## src/rtl/multicycle_controller_if.sv

```systemverilog
// -----------------------------------------------------------------------------
// multicycle_controller_if
//
// Control bundle between the multicycle RV32I controller and its datapath.
// The controller side uses the 'master' modport; the datapath (or a
// testbench standing in for it) uses the 'slave' modport.
//
// Datapath -> controller:
//   op         [6:0]  opcode field of the IR (instr[6:0])
//   Zero              ALU zero flag
//   mem_ready         memory completed the current read/write this cycle
// Controller -> datapath:
//   PCWrite           PC register enable
//   AdrSrc            memory address select (0 = PC, 1 = result)
//   MemWrite          memory write request
//   IRWrite           IR and OldPC enable
//   ResultSrc  [1:0]  00 = ALUOut, 01 = Data, 10 = ALUResult
//   ALUSrcA    [1:0]  00 = PC, 01 = OldPC, 10 = rs1
//   ALUSrcB    [1:0]  00 = rs2, 01 = ImmExt, 10 = constant 4
//   ALUOp      [1:0]  00 = add, 01 = sub/compare, 10 = funct-decoded
//   ImmSrc     [1:0]  00 = I, 01 = S, 10 = B, 11 = J
//   RegWrite          register file write enable
//   instr_done        pulse on the last cycle of each instruction
//   illegal_op        pulse in DECODE for an unsupported opcode
// -----------------------------------------------------------------------------
interface multicycle_controller_if;
    logic [6:0] op;
    logic       Zero;
    logic       mem_ready;
    logic       PCWrite;
    logic       AdrSrc;
    logic       MemWrite;
    logic       IRWrite;
    logic [1:0] ResultSrc;
    logic [1:0] ALUSrcA;
    logic [1:0] ALUSrcB;
    logic [1:0] ALUOp;
    logic [1:0] ImmSrc;
    logic       RegWrite;
    logic       instr_done;
    logic       illegal_op;

    modport master (
        input  op, Zero, mem_ready,
        output PCWrite, AdrSrc, MemWrite, IRWrite, ResultSrc, ALUSrcA,
               ALUSrcB, ALUOp, ImmSrc, RegWrite, instr_done, illegal_op
    );

    modport slave (
        output op, Zero, mem_ready,
        input  PCWrite, AdrSrc, MemWrite, IRWrite, ResultSrc, ALUSrcA,
               ALUSrcB, ALUOp, ImmSrc, RegWrite, instr_done, illegal_op
    );
endinterface

```

## src/rtl/multicycle_controller.sv

```systemverilog
// -----------------------------------------------------------------------------
// multicycle_controller
//
// Moore-style control FSM for a shared-memory, single-ALU multicycle RV32I
// datapath. It sequences fetch, decode, execute, memory and writeback, and
// waits on mem_ready for instruction fetch, load and store.
//
// Ports:
//   clk    system clock, rising edge
//   rst_n  asynchronous active-low reset (state -> FETCH, enables forced 0)
//   bus    multicycle_controller_if.master (opcode/flags in, controls out)
//
// Parameters:
//   STATE_W  width of the state register (11 encodings used)
//
// Build option:
//   MC_JAL_EN  when defined, the JAL state and the 1101111 decode exist;
//              otherwise 1101111 decodes as illegal (ImmSrc still 11).
// -----------------------------------------------------------------------------
module multicycle_controller #(
    parameter int STATE_W = 4
) (
    input  logic                    clk,
    input  logic                    rst_n,
    multicycle_controller_if.master bus
);

    typedef enum logic [STATE_W-1:0] {
        S_FETCH    = STATE_W'(0),
        S_DECODE   = STATE_W'(1),
        S_MEMADR   = STATE_W'(2),
        S_MEMREAD  = STATE_W'(3),
        S_MEMWB    = STATE_W'(4),
        S_MEMWRITE = STATE_W'(5),
        S_EXECR    = STATE_W'(6),
        S_EXECI    = STATE_W'(7),
        S_ALUWB    = STATE_W'(8),
        S_BEQ      = STATE_W'(9),
        S_JAL      = STATE_W'(10)
    } state_e;

    localparam logic [6:0] OP_LOAD   = 7'b0000011;
    localparam logic [6:0] OP_STORE  = 7'b0100011;
    localparam logic [6:0] OP_RTYPE  = 7'b0110011;
    localparam logic [6:0] OP_ITYPE  = 7'b0010011;
    localparam logic [6:0] OP_BRANCH = 7'b1100011;
    localparam logic [6:0] OP_JAL    = 7'b1101111;

    state_e state_q, state_d;

    logic       pc_update;
    logic       branch;
    logic       pc_write;
    logic       adr_src;
    logic       mem_write;
    logic       ir_write;
    logic [1:0] result_src;
    logic [1:0] alu_src_a;
    logic [1:0] alu_src_b;
    logic [1:0] alu_op;
    logic [1:0] imm_src;
    logic       reg_write;
    logic       instr_done;
    logic       illegal_op;

    // NOTE: state registers use non-blocking assignments so every flop
    // samples the pre-edge value of its neighbours.
    always_ff @(posedge clk or negedge rst_n) begin
        if (!rst_n) begin
            state_q <= S_FETCH;
        end else begin
            state_q <= state_d;
        end
    end

    // NOTE: every signal written below gets a default first, so no path
    // through the case statement can leave one unassigned and infer a latch.
    always_comb begin
        state_d    = S_FETCH;
        pc_update  = 1'b0;
        branch     = 1'b0;
        pc_write   = 1'b0;
        adr_src    = 1'b0;
        mem_write  = 1'b0;
        ir_write   = 1'b0;
        result_src = 2'b00;
        alu_src_a  = 2'b00;
        alu_src_b  = 2'b00;
        alu_op     = 2'b00;
        reg_write  = 1'b0;
        instr_done = 1'b0;
        illegal_op = 1'b0;

        unique case (state_q)
            S_FETCH: begin
                // PC + 4 is computed through ALUResult while the IR loads.
                alu_src_b  = 2'b10;
                result_src = 2'b10;
                pc_update  = 1'b1;
                ir_write   = bus.mem_ready;
                pc_write   = pc_update & bus.mem_ready;
                state_d    = bus.mem_ready ? S_DECODE : S_FETCH;
            end
            S_DECODE: begin
                // OldPC + ImmExt precomputes the branch/jump target.
                alu_src_a = 2'b01;
                alu_src_b = 2'b01;
                unique case (bus.op)
                    OP_LOAD,
                    OP_STORE:  state_d = S_MEMADR;
                    OP_RTYPE:  state_d = S_EXECR;
                    OP_ITYPE:  state_d = S_EXECI;
                    OP_BRANCH: state_d = S_BEQ;
`ifdef MC_JAL_EN
                    OP_JAL:    state_d = S_JAL;
`endif
                    default: begin
                        illegal_op = 1'b1;
                        instr_done = 1'b1;
                        state_d    = S_FETCH;
                    end
                endcase
            end
            S_MEMADR: begin
                alu_src_a = 2'b10;
                alu_src_b = 2'b01;
                state_d   = (bus.op == OP_LOAD) ? S_MEMREAD : S_MEMWRITE;
            end
            S_MEMREAD: begin
                adr_src = 1'b1;
                state_d = bus.mem_ready ? S_MEMWB : S_MEMREAD;
            end
            S_MEMWB: begin
                result_src = 2'b01;
                reg_write  = 1'b1;
                instr_done = 1'b1;
                state_d    = S_FETCH;
            end
            S_MEMWRITE: begin
                // The request stays up until memory accepts it.
                adr_src    = 1'b1;
                mem_write  = 1'b1;
                instr_done = bus.mem_ready;
                state_d    = bus.mem_ready ? S_FETCH : S_MEMWRITE;
            end
            S_EXECR: begin
                alu_src_a = 2'b10;
                alu_op    = 2'b10;
                state_d   = S_ALUWB;
            end
            S_EXECI: begin
                alu_src_a = 2'b10;
                alu_src_b = 2'b01;
                alu_op    = 2'b10;
                state_d   = S_ALUWB;
            end
            S_ALUWB: begin
                reg_write  = 1'b1;
                instr_done = 1'b1;
                state_d    = S_FETCH;
            end
            S_BEQ: begin
                // ALUOut still holds the target computed in DECODE.
                alu_src_a  = 2'b10;
                alu_op     = 2'b01;
                branch     = 1'b1;
                pc_write   = branch & bus.Zero;
                instr_done = 1'b1;
                state_d    = S_FETCH;
            end
`ifdef MC_JAL_EN
            S_JAL: begin
                // PC <- target from ALUOut; ALU forms OldPC + 4 as the link.
                alu_src_a = 2'b01;
                alu_src_b = 2'b10;
                pc_update = 1'b1;
                pc_write  = pc_update;
                state_d   = S_ALUWB;
            end
`endif
            default: begin
                state_d = S_FETCH;
            end
        endcase

        // Reset leaves the state in FETCH, so only the enables need masking.
        if (!rst_n) begin
            pc_write   = 1'b0;
            mem_write  = 1'b0;
            ir_write   = 1'b0;
            reg_write  = 1'b0;
            instr_done = 1'b0;
            illegal_op = 1'b0;
        end
    end

    // Immediate format depends only on the opcode, independent of state.
    always_comb begin
        imm_src = 2'b00;
        unique case (bus.op)
            OP_STORE:  imm_src = 2'b01;
            OP_BRANCH: imm_src = 2'b10;
            OP_JAL:    imm_src = 2'b11;
            default:   imm_src = 2'b00;
        endcase
    end

    assign bus.PCWrite    = pc_write;
    assign bus.AdrSrc     = adr_src;
    assign bus.MemWrite   = mem_write;
    assign bus.IRWrite    = ir_write;
    assign bus.ResultSrc  = result_src;
    assign bus.ALUSrcA    = alu_src_a;
    assign bus.ALUSrcB    = alu_src_b;
    assign bus.ALUOp      = alu_op;
    assign bus.ImmSrc     = imm_src;
    assign bus.RegWrite   = reg_write;
    assign bus.instr_done = instr_done;
    assign bus.illegal_op = illegal_op;

endmodule

```

## src/flat_wrapper.sv

```systemverilog
// flat-port wrapper written by rule: the top's interface ports become plain ports
module multicycle_controller_flat 
#(
    parameter int STATE_W = 4
)
  (clk, rst_n, bus_op, bus_Zero, bus_mem_ready, bus_PCWrite, bus_AdrSrc, bus_MemWrite, bus_IRWrite, bus_ResultSrc, bus_ALUSrcA, bus_ALUSrcB, bus_ALUOp, bus_ImmSrc, bus_RegWrite, bus_instr_done, bus_illegal_op);
  multicycle_controller_if bus_i ();
  input  logic clk;
  input  logic rst_n;
  input wire logic [$bits(bus_i.op)-1:0] bus_op;
  input wire logic [$bits(bus_i.Zero)-1:0] bus_Zero;
  input wire logic [$bits(bus_i.mem_ready)-1:0] bus_mem_ready;
  output wire logic [$bits(bus_i.PCWrite)-1:0] bus_PCWrite;
  output wire logic [$bits(bus_i.AdrSrc)-1:0] bus_AdrSrc;
  output wire logic [$bits(bus_i.MemWrite)-1:0] bus_MemWrite;
  output wire logic [$bits(bus_i.IRWrite)-1:0] bus_IRWrite;
  output wire logic [$bits(bus_i.ResultSrc)-1:0] bus_ResultSrc;
  output wire logic [$bits(bus_i.ALUSrcA)-1:0] bus_ALUSrcA;
  output wire logic [$bits(bus_i.ALUSrcB)-1:0] bus_ALUSrcB;
  output wire logic [$bits(bus_i.ALUOp)-1:0] bus_ALUOp;
  output wire logic [$bits(bus_i.ImmSrc)-1:0] bus_ImmSrc;
  output wire logic [$bits(bus_i.RegWrite)-1:0] bus_RegWrite;
  output wire logic [$bits(bus_i.instr_done)-1:0] bus_instr_done;
  output wire logic [$bits(bus_i.illegal_op)-1:0] bus_illegal_op;
  assign bus_i.op = bus_op;
  assign bus_i.Zero = bus_Zero;
  assign bus_i.mem_ready = bus_mem_ready;
  assign bus_PCWrite = bus_i.PCWrite;
  assign bus_AdrSrc = bus_i.AdrSrc;
  assign bus_MemWrite = bus_i.MemWrite;
  assign bus_IRWrite = bus_i.IRWrite;
  assign bus_ResultSrc = bus_i.ResultSrc;
  assign bus_ALUSrcA = bus_i.ALUSrcA;
  assign bus_ALUSrcB = bus_i.ALUSrcB;
  assign bus_ALUOp = bus_i.ALUOp;
  assign bus_ImmSrc = bus_i.ImmSrc;
  assign bus_RegWrite = bus_i.RegWrite;
  assign bus_instr_done = bus_i.instr_done;
  assign bus_illegal_op = bus_i.illegal_op;
  multicycle_controller #(.STATE_W(STATE_W)) u_core (.clk(clk), .rst_n(rst_n), .bus(bus_i));
endmodule
```

## config.mk

```make
export PLATFORM = sky130hd
export DESIGN_NAME = multicycle_controller_flat
export DESIGN_NICKNAME = d
export VERILOG_FILES = /design/src/rtl/multicycle_controller_if.sv /design/src/rtl/multicycle_controller.sv /design/src/flat_wrapper.sv
export SDC_FILE = /design/constraint.sdc
export NUM_CORES = 1
export LEC_CHECK = 0
export ABC_AREA = 1
export CORE_UTILIZATION = 34
export CTS_BUF_LIST = sky130_fd_sc_hd__clkbuf_4
export DETAILED_ROUTE_END_ITERATION = 7
export GPL_ROUTABILITY_DRIVEN = 0
export GPL_TIMING_DRIVEN = 0
export MAX_ROUTING_LAYER = met4
export PLACE_DENSITY = 0.85
export SLEW_MARGIN = 20
export SYNTH_ARGS = -nofsm -noshare
export SYNTH_HDL_FRONTEND = slang
export SYNTH_SLANG_ARGS = --single-unit
```

## constraint.sdc

```tcl
create_clock -name clk -period 1.2 [get_ports clk]
set_clock_uncertainty 0.15 [all_clocks]
set_input_delay 0.24 -clock clk [delete_from_list [all_inputs] [get_ports clk]]
set_output_delay 0.24 -clock clk [all_outputs]
set_load 0.02 [all_outputs]
```

==> run_results.csv, run 1 <==
group,metric,value,unit
outcome,status,"aborted with a tool error",
outcome,stop_stage,"global routing (5_1_grt)",
outcome,tool.error,"[ERROR DPL-0033] detailed placement checks failed during check placement.",
die,start_util,39.03,%
logic_synthesis,synth_area_per_cell,5.261,µm²
logic_synthesis,yosysUniqueCellTypes,14,
die,chipWidth,38.90,µm
die,die_h,38.90,µm
placement,place_hpwl,1129,µm
logic_synthesis,ys_seq_elements,4,
die,rows,12,
logic_synthesis,netlist_instances,88,
logic_synthesis,syn_nets,99,
clocking,cts_root_buf,"clkbuf_4",
clocking,cts.sinks,4,
clocking,cts-htree-levels,1,
logic_synthesis,synth_warnings,0,
sta,worst-ep-kind,"primary output",
die,io-pin-count,28,
clocking,cts_buffer_depth,2,
placement,io_buffers,27,
global_routing,antenna_found_initial,0,
sta,worst_endpoint,"bus_instr_done",
clocking,cts_made_buffers,3,
logic_synthesis,synth_area,462.9,µm²
logic_synthesis,synth-seq-area-share,21.62,%
global_routing,grt_max_degree,6,
cells by family after synthesis:
family / Yosys count / synth area share (%)
AOI/OAI and AO/OA: 6 / 7.027
buffers and inverters: 20 / 16.22
DFF: 4 / 21.62
and+or+nand+nor: 58 / 55.14
synthesized netlist by cell type:
| library cell | number | area share, % |
|---|---|---|
| a21oi_1 | 3 | 3.2 |
| dfrtp_1 | 4 | 22 |
| inv_1 | 18 | 15 |
| inv_2 | 2 | 1.6 |
| nand2_1 | 26 | 21 |
| nand2_2 | 1 | 1.4 |
| nand3_1 | 8 | 8.6 |
| nand3b_1 | 2 | 3.2 |
| nand4_1 | 3 | 4.1 |
| nor2_1 | 16 | 13 |
| nor2_2 | 1 | 1.4 |
| nor2_4 | 1 | 2.4 |
| o211ai_1 | 1 | 1.6 |
| o21ai_0 | 2 | 2.2 |
repair_timing:
item,4_1_cts
hold buffers,1
buffers inserted,16
endpoints found under the hold margin,4
gates resized for setup,152
pin swaps,14
endpoints found under the setup margin,21
metrics by stage:
stage          util, %  cells  area [µm²]  worst slack (ps)  hold slack [ps]
2_1_floorplan        -     88       549.3            -344.8           -205.6
3_3_place_gp     70.57    129       837.1             -1187            350.3
3_5_place_dp     70.57    129       837.1             -1210            354.0
4_1_cts          87.76    149        1041            -549.4            270.1
==> run 2: changes to the inputs <==
--- a/config.mk
+++ b/config.mk
@@ -6,13 +6,12 @@
 export NUM_CORES = 1
 export LEC_CHECK = 0
 export ABC_AREA = 1
-export CORE_UTILIZATION = 34
-export CTS_BUF_LIST = sky130_fd_sc_hd__clkbuf_4
+export CORE_AREA = 2 2 63 65
 export DETAILED_ROUTE_END_ITERATION = 7
+export DIE_AREA = 0 0 65 67
 export GPL_ROUTABILITY_DRIVEN = 0
 export GPL_TIMING_DRIVEN = 0
-export MAX_ROUTING_LAYER = met4
-export PLACE_DENSITY = 0.85
+export PLACE_DENSITY_LB_ADDON = 0.15
 export SLEW_MARGIN = 20
 export SYNTH_ARGS = -nofsm -noshare
 export SYNTH_HDL_FRONTEND = slang
==> constraint.sdc (replaced) <==
create_clock -name clk -period 1.55 [get_ports clk]
set_clock_uncertainty 0.15 [all_clocks]
set_input_delay 0.31 -clock clk [delete_from_list [all_inputs] [get_ports clk]]
set_output_delay 0.31 -clock clk [all_outputs]
set_load 0.02 [all_outputs]
==> run_results.csv, run 2 <==
group,metric,value,unit
sta,rsz0062_at_grt,"yes",
pwr,combPwrFrac,40.4,%
global_routing,grt_first_pass_wirelength,2953,µm
flow_run,maxCapViolations,0,
placement,place_hpwl,1305,µm
worst_setup_path,r2r_cells,8,
worst_hold_path,min_path_type,"in -> reg",
pwr,p_per_area,491.7,mW/mm²
pwr,ir_drop,170.6,µV
routing,ant_nets,0,
logic_synthesis,ys.flop_type,"dfrtp_1",
worst_setup_path,startpoint_type,"flop",
worst_setup_path,worst-path-buf-inv,3,
clocking,cts_made_buffers,3,
global_routing,antenna_found_initial,0,
worst_setup_path,crit_path_end_kind,"output port",
routing,first_pass_iters,4,
logic_synthesis,synth_warnings,0,
layout,top_regs,"u_core.state_q: 4 flops",
pwr,intPower,370.6,µW
worst_setup_path,timing.rr.start,"u_core.state_q[3]$_DFF_PN0_",
routing,vias,690,
routing,drc,0,
routing,wirelength,1711,µm
worst_hold_path,worstHoldPathCells,3,
logic_synthesis,netlist_instances,88,
clocking,cts_buffer_depth,2,
sta,slew_headroom,80.41,%
logic_synthesis,synth.most_common_cell,"nand2_1",
worst_setup_path,path_max_fanout,4,
layout,final_util,30.99,%
worst_setup_path,path_common_cell,"inv_2",
routing,wire_per_inst,9.299,µm
global_routing,grt_pass1_vias,682,
routing,drtIter0Drc,14,
worst_setup_path,r2r_end,"u_core.state_q[0]$_DFF_PN0_",
die,die_h,67,µm
layout,nNetsFinal,149,
outcome,status,"complete, but fails checks",
layout,largest_reg_flops,4,
logic_synthesis,synthArstFlopShare,100.0,%
sta,setup_ws,-289.8,ps
die,coreArea,0.003606,mm²
clocking,cts.clk_slew.worst_paths,30,ps
layout,diodes,0,
die,io-pin-count,28,
worst_hold_path,holdCritStartpoint,"bus_op[4]",
sta,hold_ws,311.6,ps
sta,clock.fmax,0.5435,GHz
die,rows,22,
sta,hold_viol_final,0,
layout,area_growth,141.4,%
clocking,cts-htree-levels,1,
clocking,cts_tree,"built",
die,start_util,12.84,%
logic_synthesis,synth_common_cells,"nand2_1, inv_1, nor2_1",
pwr,sw_frac_of_total,32.55,%
logic_synthesis,synth_top_area_share,21.62,%
worst_setup_path,critical_path.top_delay_family,"flip-flops",
logic_synthesis,ys_seq_elements,4,
worst_setup_path,cp_data_arrival_time,1380,ps
worst_setup_path,critical_path.slowest_cell,"dfrtp_1",
logic_synthesis,yosysUniqueCellTypes,14,
clocking,insertion_delay,210,ps
placement,io_buffers,27,
pwr,clockPowerShare,38.6,%
clocking,cts.sinks,4,
global_routing,overflow,0,
worst_setup_path,rrSetupSlack,160,ps
outcome,violations,"setup timing",
layout,top_register,"u_core.state_q",
worst_hold_path,holdPathEnd,"u_core.state_q[2]$_DFF_PN0_",
worst_setup_path,critical_path_class,"reg -> out",
sta,post-route-period-util,118.7,%
sta,setup_viol,14,
layout,final_common_cell,"buf_4",
logic_synthesis,synth_area,462.9,µm²
logic_synthesis,synth_area_per_cell,5.261,µm²
pwr,seq_power_share,21.0,%
global_routing,grt.total_usage,8.913,%
sta,drv_slew,0,
sta,final.setup.tns,-2195,ps
pwr,total_leakage_power,0.0005668,µW
logic_synthesis,synth_largest_area_cell,"dfrtp_1",
worst_setup_path,path_cells,"inv_2, nand2_4, nor2_4, inv_2, o211ai_1, buf_4",
global_routing,grt_max_degree,6,
logic_synthesis,synth-seq-area-share,21.62,%
pwr,switching_power,178.8,µW
logic_synthesis,synth_edf_count,0,
worst_setup_path,critPathMaxStageDelay,400,ps
routing,viasPerCell,3.750,
die,chipWidth,65,µm
sta,period_needed,1840,ps
worst_setup_path,required,1090,ps
logic_synthesis,syn_nets,99,
die,dieArea,0.004355,mm²
layout,drive_above_1_share,66.18,%
clocking,cts_root_buf,"clkbuf_8",
layout,mostFrequentLayoutCells,"buf_4, buf_6, nand2_1",
logic_synthesis,yosys-top-cells-area,"dfrtp_1, nand2_1, inv_1, nor2_1, nand3_1",
sta,worst_pin_slew,293.6,ps
==> run 2: cell counts after synthesis <==
Identical to the previous run, type by type.
==> run 2: worst reg2reg max path: cells and delay by family, from the launching register on <==
kind          cells  cell delay, ps
simple gates      5             420
flops             1             380
buf+inv           3             310
==> run 2: cell type report <==
| cell class | instances | area [µm²] |
|---|---|---|
| Clock buffer | 3 | 41.29 |
| Fill cell | 408 | 2489 |
| Inverter | 20 | 77.57 |
| Multi-Input combinational cell | 64 | 449.2 |
| Sequential cell | 4 | 101.3 |
| Tap cell | 48 | 60.06 |
| Timing Repair Buffer | 45 | 387.9 |
==> run 2: worst max path at each step <==
stage / to / slack (ps) / depth (start not counted) / from
final: bus_ALUSrcB[0] / -290 / 6 / u_core.state_q[3]$_DFF_PN0_
after global routing: bus_instr_done / -350 / 8 / u_core.state_q[1]$_DFF_PN0_
after CTS: bus_instr_done / -250 / 8 / u_core.state_q[1]$_DFF_PN0_
after detailed placement: bus_instr_done / -1000 / 6 / rst_n
after global placement: bus_instr_done / -1020 / 6 / rst_n
after floorplan: bus_ALUSrcB[0] / -60 / 5 / u_core.state_q[3]$_DFF_PN0_
==> run 2: power groups by stage <==
stage / clock network, µW / logic, µW / registers [µW]
after global placement: 0 / 187 / 115
after detailed placement: 0 / 187 / 114
final: 212 / 222 / 115
after global routing: 236 / 242 / 116
after floorplan: 0 / 97.3 / 114
after CTS: 220 / 216 / 115
==> run 2: cells by family (layout without fill, tap and decap cells) <==
family / Yosys count / in the layout / synth area share [%]
AND/OR/NAND/NOR: 58 / 58 / 55.14
AO/OA/AOI/OAI: 6 / 6 / 7.027
buffers and inverters: 20 / 68 / 16.22
flip-flops: 4 / 4 / 21.62
==> run 2: what timing repair did <==
action,4_1_cts,5_1_grt
pin swaps,17,14
buffers inserted,11,7
setup endpoints to repair,17,17
hold buffers,1,0
gates resized for setup,142,24
hold endpoints to repair,4,0
==> run 2: metrics by stage <==
step	instance area (µm²)	setup slack [ps]	std cells	power [µW]
global route	1117	-347.7	184	594.5
floorplan	519.2	-64.84	88	211.1
CTS	1045	-254.5	178	550.3
detailed placement	849.6	-1001	163	301.5
finish	1117	-289.8	184	549.4
global placement	849.6	-1023	163	301.9
==> run 2: metal layers <==
layer	vias up	routed length, µm	global-route usage (%)	part of all wire (%)
met5	-	0	0	0
met4	0	0	3.989	0
met3	0	135	3.041	7.9
met2	26	802	14.95	47
met1	297	773	10.21	45
li1	367	-	-	-
Power figures use the tool's default switching activity.
==> run 3: changes to the inputs <==
--- a/config.mk
+++ b/config.mk
@@ -12,6 +12,7 @@
 export GPL_ROUTABILITY_DRIVEN = 0
 export GPL_TIMING_DRIVEN = 0
 export PLACE_DENSITY_LB_ADDON = 0.15
+export RECOVER_POWER = 25
 export SLEW_MARGIN = 20
 export SYNTH_ARGS = -nofsm -noshare
 export SYNTH_HDL_FRONTEND = slang
==> results of run 3 <==
Same layout as run 2: the final DEF is identical, and so are final timing and power.
